--- config.mk ---
export PLATFORM = sky130hd
export DESIGN_NAME = instr_fetch
export DESIGN_NICKNAME = d
export VERILOG_FILES = /design/src/rtl/types_pkg.sv /design/src/rtl/instr_fetch.sv
export SDC_FILE = /design/constraint.sdc
export NUM_CORES = 1
export LEC_CHECK = 0
export ABC_AREA = 1
export BUFFER_PORTS_ARGS = -buffer_cell sky130_fd_sc_hd__clkbuf_2
export CAP_MARGIN = 40
export CORE_MARGIN = 2
export CORE_UTILIZATION = 46
export DETAILED_ROUTE_END_ITERATION = 7
export PLACE_DENSITY = 0.89
export SLEW_MARGIN = 0
export SYNTH_ARGS = -nofsm -noshare
export SYNTH_HDL_FRONTEND = slang
export SYNTH_SLANG_ARGS = --single-unit
--- constraint.sdc ---
create_clock -name clk -period 1.5 [get_ports clk]
set_input_delay 0.075 -clock clk [delete_from_list [all_inputs] [get_ports clk]]
set_output_delay 0.075 -clock clk [all_outputs]
set_load 0.01 [all_outputs]
--- src/rtl/types_pkg.sv ---
// Shared types for the instruction fetch path: the data bus type and the fetch FSM encoding.
package types_pkg;

  localparam int DATA_W = 32;
  localparam int ADDR_W = 32;

  typedef logic [DATA_W-1:0] DATA_BUS;

  typedef enum logic [1:0] {
    IDLE  = 2'd0,
    FETCH = 2'd1,
    WAIT  = 2'd2,
    HOLD  = 2'd3
  } fetch_state;

  // Fetch addresses are always word aligned; the low two bits of a target are dropped.
  function automatic logic [ADDR_W-1:0] word_align(input logic [ADDR_W-1:0] a);
    return {a[ADDR_W-1:2], 2'b00};
  endfunction

endpackage

--- src/rtl/instr_fetch.sv ---
// Single-outstanding-request instruction fetch unit with redirect handling.
// All outputs come straight from flops, so decode handshakes and redirects never reach an output combinationally.
module instr_fetch
  import types_pkg::*;
#(
  parameter logic [ADDR_W-1:0] RESET_VECTOR = 32'h0000_0000
) (
  input  logic              clk,
  input  logic              rst_n,
  output logic              imem_req,
  output logic [ADDR_W-1:0] imem_addr,
  input  logic              imem_ready,
  input  logic              imem_rvalid,
  input  logic [DATA_W-1:0] imem_rdata,
  output DATA_BUS           instr,
  output logic              instr_valid,
  input  logic              instr_ready,
  output logic [ADDR_W-1:0] pc_o,
  input  logic              redirect,
  input  logic [ADDR_W-1:0] redirect_target
);

  fetch_state        state;
  logic [ADDR_W-1:0] pc;
  // Set when the outstanding response belongs to a pre-redirect address.
  logic              drop;

  assign imem_addr = pc;

  always_ff @(posedge clk or negedge rst_n) begin
    if (!rst_n) begin
      state       <= IDLE;
      pc          <= RESET_VECTOR;
      pc_o        <= RESET_VECTOR;
      instr       <= '0;
      instr_valid <= 1'b0;
      imem_req    <= 1'b0;
      drop        <= 1'b0;
    end else begin
      if (redirect) begin
        pc <= word_align(redirect_target);
      end

      case (state)
        IDLE: begin
          state    <= FETCH;
          imem_req <= 1'b1;
        end

        FETCH: begin
          if (imem_ready) begin
            state    <= WAIT;
            imem_req <= 1'b0;
            drop     <= redirect;
          end
        end

        WAIT: begin
          if (imem_rvalid) begin
            if (drop || redirect) begin
              state    <= FETCH;
              imem_req <= 1'b1;
              drop     <= 1'b0;
            end else begin
              instr       <= imem_rdata;
              pc_o        <= pc;
              pc          <= pc + 32'd4;
              instr_valid <= 1'b1;
              state       <= HOLD;
            end
          end else if (redirect) begin
            drop <= 1'b1;
          end
        end

        HOLD: begin
          // A redirect alongside instr_ready still completes the handshake; both leave HOLD.
          if (redirect || instr_ready) begin
            state       <= FETCH;
            instr_valid <= 1'b0;
            imem_req    <= 1'b1;
          end
        end

        default: begin
          state       <= IDLE;
          imem_req    <= 1'b0;
          instr_valid <= 1'b0;
          drop        <= 1'b0;
        end
      endcase
    end
  end

endmodule
==> flow_summary_export.csv, run 1 <==
group,metric,value,unit
placed_design,post_detailed_placement_cell_area,6320,sq um
drt,routed-via-count,5849,
layout,multi_input_comb_area,2710,sq um
critical_path,worstSetupEndpointType,"flip-flop",
layout,num-nets-final,994,
grt,pin_count_of_the_biggest_net_entering_global_routing,73,
critical_path,critical_path_required,1.75,ns
power_and_ir_drop,p_int,6520,uW
synth,cell_types_with_the_largest_area_share_after_synthesis,"sky130_fd_sc_hd__dfrtp_1, sky130_fd_sc_hd__nand2_1, sky130_fd_sc_hd__o21ai_0, sky130_fd_sc_hd__nand3_1, sky130_fd_sc_hd__nor2_1",
layout,insertedDiodeCount,0,
drt,drt_drc,0,
clock_network,clock-sinks,101,
drt,route.detailed.vias_per_inst,5.52,
timing,maxClockFrequency,608,MHz
die,std_cell_rows,37,
timing,finalHoldViolations,0,
timing,setup_viol_count_final,55,
power_and_ir_drop,swShare,40.2,%
power_and_ir_drop,power.share.clock,17.1,%
die,num_io_pins,168,
layout,most_common_cell_after_layout_fill_and_taps_aside,"sky130_fd_sc_hd__nand2_1",
power_and_ir_drop,p_leak,0.00411,uW
synth,yosys.cell_types.count,32,
placed_design,gp_congestion,0.915,
layout,seqCellArea,2540,sq um
timing,final_period_minus_worst_setup_slack,1.65,ns
min_path,worstHoldPathCells,5,
synth,synthesis.nets,709,
outcome,status,"finished with violations",
grt,initial_antenna_violation_count,0,
layout,post-route-cell-area,8190,sq um
drt,routed_wire_length_per_instance,18.9,microns
die,area_of_the_core,10400,sq um
timing,rsz0062_at_grt,"yes",
die,fp.dieH,108,microns
clock_network,worstSkewPairLatency,0.38,ns
synth,postSynthAreaPerCell,7.81,sq um
power_and_ir_drop,power.share.combinational,41.9,%
synth,flops_latches_synth,101,
die,initial_core_utilization,47.8,%
clock_network,cts_max_path_buffers,2,
clock_network,tritoncts,"yes",
timing,final.period_utilization,110,%
drt,drt.antenna.violating_nets,0,
outcome,violations,"negative setup slack",
layout,fillCellCount,616,
power_and_ir_drop,vdd_ir_drop_max,762,uV
min_path,hp-class,"in -> reg",
synth,ys_seq_area_share,51.0,%
critical_path,r2r.worst_path.cells,6,
critical_path,cp_max_fo,5,
grt,grt.total_usage,26.2,%
critical_path,start_kind,"flip-flop",
synth,yosysTopAreaCellShare,51.0,%
layout,final_layout_size_suffix_gt1_share,45.3,%
grt,grt_remaining_overflow,0,
die,die_w,108,microns
drt,firstDrtPassIters,7,
synth,syn-cell-area,4950,sq um
clock_network,path_clk_slew,0.11,ns
placed_design,hpwlAfterDp,10500,microns
layout,synthToLayoutAreaGrowth,65.4,%
synth,synth_cells,634,
timing,tightest_pin_transition,0.404,ns
critical_path,worstSetupPathType,"reg -> reg",
placed_design,io_buffers,165,
run,max_cap_viols,0,
drt,drt_first_iter_violations,411,
critical_path,critical_path_arrival,1.90,ns
timing,clock-skew-final,0.0128,ns
grt,grt_pass1_wl,23900,microns
placed_design,placed_cells,962,
timing,post-route-worst-setup-slack,-0.145,ns
timing,relSlewSlack,73.1,%
drt,route.final.wire_length,20100,microns
synth,ys.warnings.count,0,
clock_network,cts_buffers,9,
die,design.die.area,11600,sq um
power_and_ir_drop,seqPwrFrac,41.0,%
clock_network,clock-root-buffer,"sky130_fd_sc_hd__clkbuf_8",
grt,first_global_vias,5030,
layout,final_cell_mix,"sky130_fd_sc_hd__nand2_1, sky130_fd_sc_hd__clkbuf_2, sky130_fd_sc_hd__dfrtp_1, sky130_fd_sc_hd__nand2_2, sky130_fd_sc_hd__buf_4",
synth,synth.largest_area_cell,"sky130_fd_sc_hd__dfrtp_1",
power_and_ir_drop,switching_power,4380,uW
timing,slew_viol_final,0,
layout,layout.cells.non_filler,1060,
clock_network,cts_max_level,3,
power_and_ir_drop,power-per-cell-area,1330,nW/um^2
timing,holdWs,0.0369,ns
## power by group through the flow
stage	Clock, uW	Sequential, uW	Combinational [uW]
floorplan	0	4660	1360
global placement	0	4230	3380
detailed placement	0	4270	3480
CTS	1840	4230	3610
global route	2020	4540	4960
finish	1870	4460	4570
## cells in the mapped netlist (all sizes together)
master and n:
dfrtp 101, a31oi 2, o22ai 1, xor2 1, o2111ai 1, o221ai 6
o21ai 51, o31ai 1, o21bai 1, a21oi 5, ha 5, inv 46
nand3b 2, nand3 40, o211ai 14, o21a 6, buf 16, clkbuf 10
nor2 57, nand4 7, or2 2, nand2 257, nor3 2
## through the flow
step                worst slack, ns  util (%)  TNS (ns)  total power (uW)
floorplan                    0.0115         -         0              6020
global placement             0.0250      60.9         0              7610
detailed placement          -0.0292      60.9   -0.0603              7750
CTS                         -0.0175      67.5   -0.0351              9680
global route                 -0.229      79.0     -6.41             11500
finish                       -0.145      79.0     -2.42             10900
## worst max-delay path, stage by stage, from the launching register on
cell                       delay (ns)
sky130_fd_sc_hd__dfrtp_1         0.47
sky130_fd_sc_hd__nand2_1         0.12
sky130_fd_sc_hd__nor2_1          0.24
sky130_fd_sc_hd__nand4_1         0.31
sky130_fd_sc_hd__buf_4           0.25
sky130_fd_sc_hd__nand3_2         0.06
sky130_fd_sc_hd__o221ai_2        0.09
## routing by layer
layer	part of all wire, %	track usage, %	routed length, microns	up-vias
li1	-	-	-	2615
met1	37	31.7	7380	2787
met5	0	0	0	-
met3	9.5	6.11	1910	77
met2	50	46.5	10000	370
met4	3.6	7.78	724	0
## area by class of cell
| class | instances | share of cell area (%) |
|---|---|---|
| multi-input cells | 461 | 33.0 |
| flip-flops and latches | 101 | 31.0 |
| repair buffers | 300 | 29.2 |
| inverters | 46 | 2.23 |
| well taps | 136 | 2.08 |
| clock buffers | 9 | 1.51 |
| clock inverters | 7 | 0.977 |
## state kept, by name (all words and copies together), names as in the netlist
register     count
imem_addr       32
drop             1
instr_valid      1
instr           32
pc_o            32
imem_req         1
state            2
## cell families (layout without fill, tap and decap cells)
logic type | Yosys count | count (layout) | synth area share, %
and+or+nand+nor | 367 | 367 | 30.5
DFF | 101 | 101 | 51.0
AOI/OAI and AO/OA | 88 | 88 | 10.6
buffers and inverters | 72 | 362 | 6.39
adders and majority gates | 5 | 5 | 1.26
xor gates and xnor gates | 1 | 1 | 0.177
## timing repair
item | in CTS | in global routing
setup buffers | 2 | 18
gates cloned | 0 | 18
hold buffers | 44 | 0
setup endpoints to repair | 10 | 69
hold endpoints to repair | 144 | 0
pin swaps | 4 | 47
gates resized for setup | 8 | 211
## path summary, 6_finish.rpt
kind | endpoint | startpoint | slack [ns]
worst max-delay path | imem_addr[20] | imem_addr[13] | -0.15
worst min-delay path | imem_addr[2] | redirect_target[2] | 0.04
worst max register to register | imem_addr[20] | imem_addr[13] | -0.15
worst min register to register | pc_o[1] | pc_o[1] | 0.50
max in group asynchronous | imem_addr[18] | rst_n | 0.91
min in group asynchronous | imem_addr[31] | rst_n | 0.25
Power figures use the tool's default switching activity.
==> run 2: changes to the inputs <==
SKIP_CTS_REPAIR_TIMING = 1   (was unset)
==> run 2 against run 1 <==
Against the previous run:
- the run ends with negative hold slack, negative setup slack left
- global-route usage decreased by 2.2 points
- worst hold slack got worse by 0.054 ns
- setup slack improved by 0.045 ns
- power decreased by 8.7%
- final area decreased by 11%
- via count decreased by 7.0%
- sequential power decreased by 4%
- fmax increased by 2.8%
- first-iteration DRC count increased by 11%
- clock power decreased by 3%
==> flow_summary_export.csv, run 2 (synthesized netlist as in run 1, its figures left out) <==
group,metric,value,unit
outcome,status,"finished with violations",
outcome,violations,"negative hold slack, negative setup slack",
power_and_ir_drop,power.total,9950,uW
grt,initial_antenna_violation_count,0,
timing,final_period_minus_worst_setup_slack,1.60,ns
power_and_ir_drop,p_leak,0.00382,uW
timing,maxClockFrequency,625,MHz
timing,final.period_utilization,107,%
placed_design,hpwlAfterDp,10500,microns
min_path,hp-class,"in -> reg",
drt,route.final.wire_length,16600,microns
critical_path,worstSetupEndpointType,"flip-flop",
drt,drt_drc,0,
power_and_ir_drop,vdd_ir_drop_max,774,uV
clock_network,worstSkewPairLatency,0.37,ns
critical_path,start_kind,"flip-flop",
grt,pin_count_of_the_biggest_net_entering_global_routing,73,
critical_path,cpPeakStageDelay,0.45,ns
critical_path,worstSetupPathType,"reg -> reg",
drt,firstDrtPassIters,7,
die,fp.dieH,108,microns
clock_network,path_clk_slew,0.11,ns
critical_path,reg2reg_setup_slack,-0.10,ns
clock_network,clock-sinks,101,
timing,relSlewSlack,73.9,%
drt,drt.antenna.violating_nets,0,
die,num_io_pins,168,
timing,totalNegativeSetupSlack,-0.252,ns
critical_path,critical_path_required,1.74,ns
clock_network,cts_max_path_buffers,2,
layout,num-nets-final,966,
die,die_w,108,microns
placed_design,placed_cells,962,
timing,holdWs,-0.0171,ns
critical_path,critical_path_arrival,1.84,ns
clock_network,cts_buffers,9,
timing,post-route-worst-setup-slack,-0.100,ns
timing,rsz0062_at_grt,"yes",
timing,finalHoldViolations,2,
die,design.die.area,11600,sq um
critical_path,critical_path.cell_chain,"ha_4, nand3_4, nor2_4, nand4_1, buf_4, nand3_2, o221ai_2",
layout,post-route-util,70.5,%
grt,first_global_vias,4658,
layout,insertedDiodeCount,0,
power_and_ir_drop,power-per-cell-area,1360,nW/um^2
grt,grt.total_usage,24.0,%
timing,tightest_pin_transition,0.391,ns
clock_network,tritoncts,"yes",
timing,slew_viol_final,0,
layout,layout.cells.non_filler,1032,
grt,grt_pass1_wl,22000,microns
run,max_cap_viols,0,
critical_path,crit_path_top_delay_cell,"sky130_fd_sc_hd__dfrtp_1",
placed_design,gp_congestion,0.915,
drt,route.detailed.vias_per_inst,5.27,
drt,routed-via-count,5439,
die,std_cell_rows,37,
drt,drt_first_iter_violations,456,
layout,final_layout_size_suffix_gt1_share,33.3,%
clock_network,clock-root-buffer,"sky130_fd_sc_hd__clkbuf_8",
placed_design,io_buffers,165,
timing,setup_viol_count_final,6,
layout,synthToLayoutAreaGrowth,47.7,%
clock_network,cts_max_level,3,
layout,most_common_cell_after_layout_fill_and_taps_aside,"sky130_fd_sc_hd__nand2_1",
grt,grt_remaining_overflow,0,
critical_path,cp_max_fo,5,
layout,final_cell_mix,"sky130_fd_sc_hd__nand2_1, sky130_fd_sc_hd__clkbuf_2, sky130_fd_sc_hd__dfrtp_1, sky130_fd_sc_hd__buf_4",
timing,clock-skew-final,0.0111,ns
layout,fillCellCount,767,
die,area_of_the_core,10400,sq um
die,initial_core_utilization,47.8,%
drt,routed_wire_length_per_instance,16.1,microns
-- run 2: cell types whose count changed in the layout (fill, tap and decap cells not counted), sizes merged --
cell and delta:
dlygate4sd3 -2, clkbuf -6, buf -20
-- run 2: metrics by stage --
step           hold WS (ns)  worst slack, ns  instance area, sq um
2_1_floorplan        -0.221           0.0115                  4980
3_5_place_dp          0.126          -0.0292                  6320
6_report            -0.0171           -0.100                  7310
5_1_grt             0.00109           -0.171                  7310
4_1_cts              -0.283          -0.0554                  6520
3_3_place_gp          0.122           0.0250                  6320
-- run 2: final cells by class --
class,instances,area (sq um),area share (%)
inverter,46,180,2.46
clock inverter,7,80.1,1.09
sequential,101,2530,34.7
clock buffer,9,124,1.69
tap,136,170,2.33
timing repair buffer,272,1940,26.6
multi-input combinational,461,2280,31.2
-- run 2: final timing paths --
path / startpoint / cells past startpoint / end
min in group asynchronous: rst_n / 3 / pc_o[0]
worst max register to register: imem_addr[2] / 7 / imem_addr[20]
worst min-delay path: redirect_target[19] / 3 / imem_addr[19]
worst min register to register: instr[11] / 2 / instr[11]
max in group asynchronous: rst_n / 3 / imem_addr[18]
worst max-delay path: imem_addr[2] / 7 / imem_addr[20]
-- run 2: metal layers --
layer / routed length (microns) / track usage (%) / vias up
li1: - / - / 2553
met3: 1510 / 5.33 / 47
met4: 374 / 7.78 / 0
met5: 0 / 0 / -
met2: 8260 / 40.5 / 312
met1: 6470 / 30.7 / 2527
-- run 2: where the power goes --
part	leakage (uW)	internal [uW]	switching (uW)
clock	0.000102	796	1020
combinational	0.00246	1690	2150
sequential	0.00125	3630	658
total	0.00382	6120	3830
-- run 2: critical path: cells and delay by family, from the launching register on --
kind                       cells  cell delay (ns)
buffers and inverters          1             0.22
DFF                            1             0.45
adders and majority gates      1             0.17
and+or+nand+nor                4             0.52
AOI/OAI and AO/OA              1             0.11
